--- config.mk ---
export PLATFORM = sky130hd
export DESIGN_NAME = sp1_ram_dp
export DESIGN_NICKNAME = d
export VERILOG_FILES = /design/src/rtl/sp1_ram_dp.sv
export SDC_FILE = /design/constraint.sdc
export NUM_CORES = 2
export LEC_CHECK = 0
export CORE_ASPECT_RATIO = 1.25
export CORE_UTILIZATION = 45
export DETAILED_ROUTE_END_ITERATION = 10
export SYNTH_ARGS = -nofsm -noshare
export SYNTH_HDL_FRONTEND = slang
export SYNTH_SLANG_ARGS = --single-unit
--- constraint.sdc ---
create_clock -name clk -period 4.05 [get_ports clk]
set_input_delay 0.81 -clock clk [delete_from_list [all_inputs] [get_ports clk]]
set_output_delay 0.81 -clock clk [all_outputs]
set_load 0.005 [all_outputs]
--- src/rtl/sp1_ram_dp.sv ---
// sp1_ram_dp: simple-dual-port synchronous RAM with per-byte write enables,
// selectable read-during-write result and a post-reset clear engine.
//
// state   | meaning
// --------+--------------------------------------------------------------
// ST_CLEAR| clear engine zeroes mem[clr_ptr] each cycle; ports ignored
// ST_READY| normal operation; write and read ports active
module sp1_ram_dp #(
    parameter int AW         = 6,
    parameter int DW         = 32,
    parameter int RDW_MODE   = 0,
    parameter int CLR_ON_RST = 1
) (
    input  logic            clk,
    input  logic            rst,
    output logic            busy,
    input  logic            wcs,
    input  logic [DW/8-1:0] wbe,
    input  logic [AW-1:0]   wadr,
    input  logic [DW-1:0]   wdin,
    input  logic            rcs,
    input  logic [AW-1:0]   radr,
    output logic [DW-1:0]   rdout,
    output logic            rvalid
);

    localparam int NB    = DW / 8;
    localparam int DEPTH = 1 << AW;

    typedef enum logic {
        ST_CLEAR,
        ST_READY
    } state_t;

    state_t          state;
    state_t          state_nxt;
    logic [AW-1:0]   clr_ptr;
    logic            clr_last;
    logic            wr_en;
    logic            rd_en;
    logic            rdw_hit;
    logic [DW-1:0]   rd_word;
    logic [DW-1:0]   rd_merged;
    logic [DW-1:0]   mem [DEPTH];

    assign busy     = (state == ST_CLEAR);
    assign clr_last = (clr_ptr == AW'(DEPTH - 1));

    // A write at the reset edge is dropped even in READY, where busy is low.
    // An X on wcs makes wr_en X, which the if() below treats as false.
    assign wr_en   = wcs && !busy && !rst;
    assign rd_en   = rcs && !busy;
    assign rdw_hit = wr_en && (wadr == radr);
    assign rd_word = mem[radr];

    // State register; reset always restarts the clear sequence from zero.
    always_ff @(posedge clk) begin
        if (rst) begin
            if (CLR_ON_RST != 0) state <= ST_CLEAR;
            else                 state <= ST_READY;
        end else begin
            state <= state_nxt;
        end
    end

    // Next state: leave CLEAR on the edge that writes the last word.
    always_comb begin
        state_nxt = state;
        case (state)
            ST_CLEAR: if (clr_last) state_nxt = ST_READY;
            ST_READY: state_nxt = ST_READY;
            default:  state_nxt = ST_READY;
        endcase
    end

    // Clear pointer advances once per clear write.
    always_ff @(posedge clk) begin
        if (rst)       clr_ptr <= '0;
        else if (busy) clr_ptr <= clr_ptr + 1'b1;
    end

    // Memory array: clear engine has priority, otherwise byte-lane writes.
    always_ff @(posedge clk) begin
        if (busy && !rst) begin
            mem[clr_ptr] <= '0;
        end else if (wr_en) begin
            for (int i = 0; i < NB; i++) begin
                if (wbe[i]) mem[wadr][8*i +: 8] <= wdin[8*i +: 8];
            end
        end
    end

    // Write-first view of the addressed word for same-address collisions.
    always_comb begin
        rd_merged = rd_word;
        for (int i = 0; i < NB; i++) begin
            if (rdw_hit && wbe[i]) rd_merged[8*i +: 8] = wdin[8*i +: 8];
        end
    end

    // Registered read port; rdout holds between reads, rvalid pulses.
    always_ff @(posedge clk) begin
        if (rst) begin
            rdout  <= '0;
            rvalid <= 1'b0;
        end else if (rd_en) begin
            rdout  <= (RDW_MODE != 0) ? rd_merged : rd_word;
            rvalid <= 1'b1;
        end else begin
            rvalid <= 1'b0;
        end
    end

endmodule

==> impl_metrics.yaml <==
clock_tree:
  clock_sink_count: 2088
  clock_latency_ps: 850
  cts-htree-levels: 4
  post_cts_buffers: 0
  cts_root_buffer: "sky130_fd_sc_hd__clkbuf_16"
  cts.clk_slew.worst_paths_ps: 60
  cts_hold_buf: 0
  tritoncts: "built"
  cts-resized-gates: 0
  ctsLongestPathBuffers: 3
  cts-buffers-inserted: 193
global_routing:
  gr-usage-all-layers: 0.244
  largest_net_degree_at_the_start_of_global_routing: 65
  grt_first_pass_wirelength_um: 314000
  grt_pass1_vias: 42100
  grt-ovfl-total: 0
  grt_antenna_before_repair: 9
final_layout:
  area_growth_pct: 15.9
  final_core_util: 0.527
  layoutNonFillerInstCount: 6967
  nNetsFinal: 4503
  layout.cell_area.non_filler_mm2: 0.0941
  fraction_of_final_layout_cells_sized_beyond_drive_strength_1: 0.275
  n_fill_cell: 13900
run_status:
  result_of_the_run: "completed"
power:
  post-layout-total-power_mw: 42.9
  pwr-share-clk: 0.413
  switching_share: 0.206
  share_comb_of_total_power: 0.040
  p_per_area_mw_per_mm2: 455
  power_share_of_the_sequential_group: 0.547
  total_switching_power_mw: 8.84
  peakVddDrop_mv: 0.465
  cellInternalPower_mw: 34.0
  leakagePower_nw: 33.1
timing:
  final-max-slew-violation-count: 0
  worst_slew_margin_rel: 0.205
  final_cycle_utilization_of_the_critical_path: 0.750
  setup_total_negative_slack_ps: 0
  period_minus_slack_ps: 3040
  timing_worst_slew_pin_value_ps: 1190
  grt_setup_unrepaired: "no"
  setup-violations-final: 0
  count_of_final_hold_check_violations: 0
  setup_slack_ps: 1010
  clock.fmax_ghz: 0.329
  finClkSkew_ps: 31.0
  hold-worst-slack_ps: 501
setup_path:
  endpoint_kind: "register"
  startpoint_type: "register"
  timing_worst_setup_path_type: "reg2reg"
  worst_ep_arrival_ps: 3600
  crit_path_max_fanout: 28
  critical_path_required_ps: 4620
routing:
  via_count: 41800
  initialDrtViolationCount: 4842
  average_vias_per_placed_instance: 5.99
  detail-route-antenna-nets: 0
  drt_pass1_iterations: 6
  detail_route.drc_violations: 0
  wl_per_cell_um: 31.7
  routed_wirelength_um: 221000
yosys:
  yosysMostFrequentCell: "sky130_fd_sc_hd__edfxtp_1"
  post-synth-top-area-fraction: 0.757
  postSynthCellCount: 3921
  ys.flop_type: "sky130_fd_sc_hd__edfxtp_1"
  synth-seq-area-share: 0.767
  synth_simple_gate_area_share: 0.0310
  synth.yosys.warnings: 0
  post_synth_mux_area_share: 0.152
  ys_seq_elements: 2088
  synth.net_count: 3974
  adder_and_majority_cell_fraction_of_the_synthesized_area: 0.000154
  synth.cells.most_frequent: "sky130_fd_sc_hd__edfxtp_1 (2048), sky130_fd_sc_hd__mux4_2 (441), sky130_fd_sc_hd__nor2_1 (291)"
  synthArstFlopShare: 0
  synth_top_cells_by_area: "sky130_fd_sc_hd__edfxtp_1 (76%), sky130_fd_sc_hd__mux4_2 (12%), sky130_fd_sc_hd__mux2i_1 (2.6%), sky130_fd_sc_hd__nor2_1 (1.3%), sky130_fd_sc_hd__dfxtp_1 (0.99%)"
  postSynthAreaPerCell_um2: 20.7
  synth.distinct_cells: 66
  dominant_combinational_cell_family_by_area_after_synthesis: "multiplexers"
  synth_area_mm2: 0.0812
  yosysTopAreaCell: "sky130_fd_sc_hd__edfxtp_1"
  synth_compound_area_frac: 0.0325
  synth_enable_flop_cells: 2048
  xor_xnor_fraction_of_synth_area: 0.000539
die:
  die_area_mm2: 0.182
  floorplan.io_pins: 86
  die-height_um: 477
  num_rows: 173
  fp.coreArea_mm2: 0.179
  initial_utilization: 0.455
  die_width_um: 382
worst_hold_path:
  worstHoldPathType: "reg2reg"
run:
  maxCapViolations: 0
place:
  post-dp-hpwl_um: 144000
  finalWeightedCongestion: 0.827
  placedInstanceArea_mm2: 0.0881
  preCtsSetupSlack_ps: 257
  post-place-cells: 6617
  input_output_buffers: 85
==> placed cells by master, fill, tap and decap left out, drive strengths merged, types with 57 or more instances in the layout <==
master            n
buf             489
clkbuf          266
clkdlybuf4s50    80
clkinv           57
edfxtp         2048
mux2i           209
mux4            447
nand2           114
nor2            292
o221ai           76
o22ai            60
==> worst max-delay path, stage by stage (launching register included) <==
cell	delay, ps
sky130_fd_sc_hd__dfxtp_1	320
sky130_fd_sc_hd__inv_1	140
sky130_fd_sc_hd__nor4b_2	450
sky130_fd_sc_hd__buf_12	240
sky130_fd_sc_hd__mux2i_1	310
sky130_fd_sc_hd__buf_12	180
sky130_fd_sc_hd__nand2_1	380
sky130_fd_sc_hd__nor2_1	460
sky130_fd_sc_hd__buf_4	230
==> layout make-up <==
cell class,instances,area [um2],area share
inverter,4,17.5,0.000186
sequential,2088,62300,0.662
clock inverter,80,741,0.00787
multi-input combinational,1594,17700,0.188
tap,2362,2960,0.0314
antenna,4,10.0,0.000106
timing repair buffer,569,5060,0.0538
clock buffer,266,5320,0.0565
==> per-layer routing <==
metal / GRT usage / up-vias / share of wire
li1: - / 17400 / -
met1: 0.330 / 22300 / 0.40
met2: 0.408 / 1709 / 0.50
met3: 0.0417 / 301 / 0.074
met4: 0.0676 / 4 / 0.026
met5: 0 / - / 0.00012
==> registers in the layout, indices dropped and copies added, names as in the netlist <==
signal / cells
state: 1
clr_ptr: 6
mem: 2048
rdout: 32
rvalid: 1
==> cell families after synthesis <==
logic type	count (synthesis)
AOI/OAI and AO/OA	349
xor gates and xnor gates	5
adders and majority gates	1
buffers and inverters	239
DFF	2088
muxes	673
and+or+nand+nor	566
==> power by group through the flow <==
stage | registers, mW | clock network (mW) | logic [mW]
CTS | 23.4 | 17.9 | 1.73
detailed placement | 23.9 | 0 | 1.73
global placement | 23.9 | 0 | 1.73
floorplan | 23.9 | 0 | 1.04
finish | 23.4 | 17.7 | 1.72
global route | 23.4 | 18.7 | 1.79
==> worst paths after layout <==
check / to / cells after the start / from / slack (ps)
max: mem[1][25]$_DFFE_PP_ / 8 / state$_SDFF_PP0_ / 1010
min: rdout[5]$_SDFFE_PP0P_ / 1 / rdout[5]$_SDFFE_PP0P_ / 500
max reg2reg: mem[1][25]$_DFFE_PP_ / 8 / state$_SDFF_PP0_ / 1010
min reg2reg: rdout[5]$_SDFFE_PP0P_ / 1 / rdout[5]$_SDFFE_PP0P_ / 500
(Power assumes the default switching activity.)
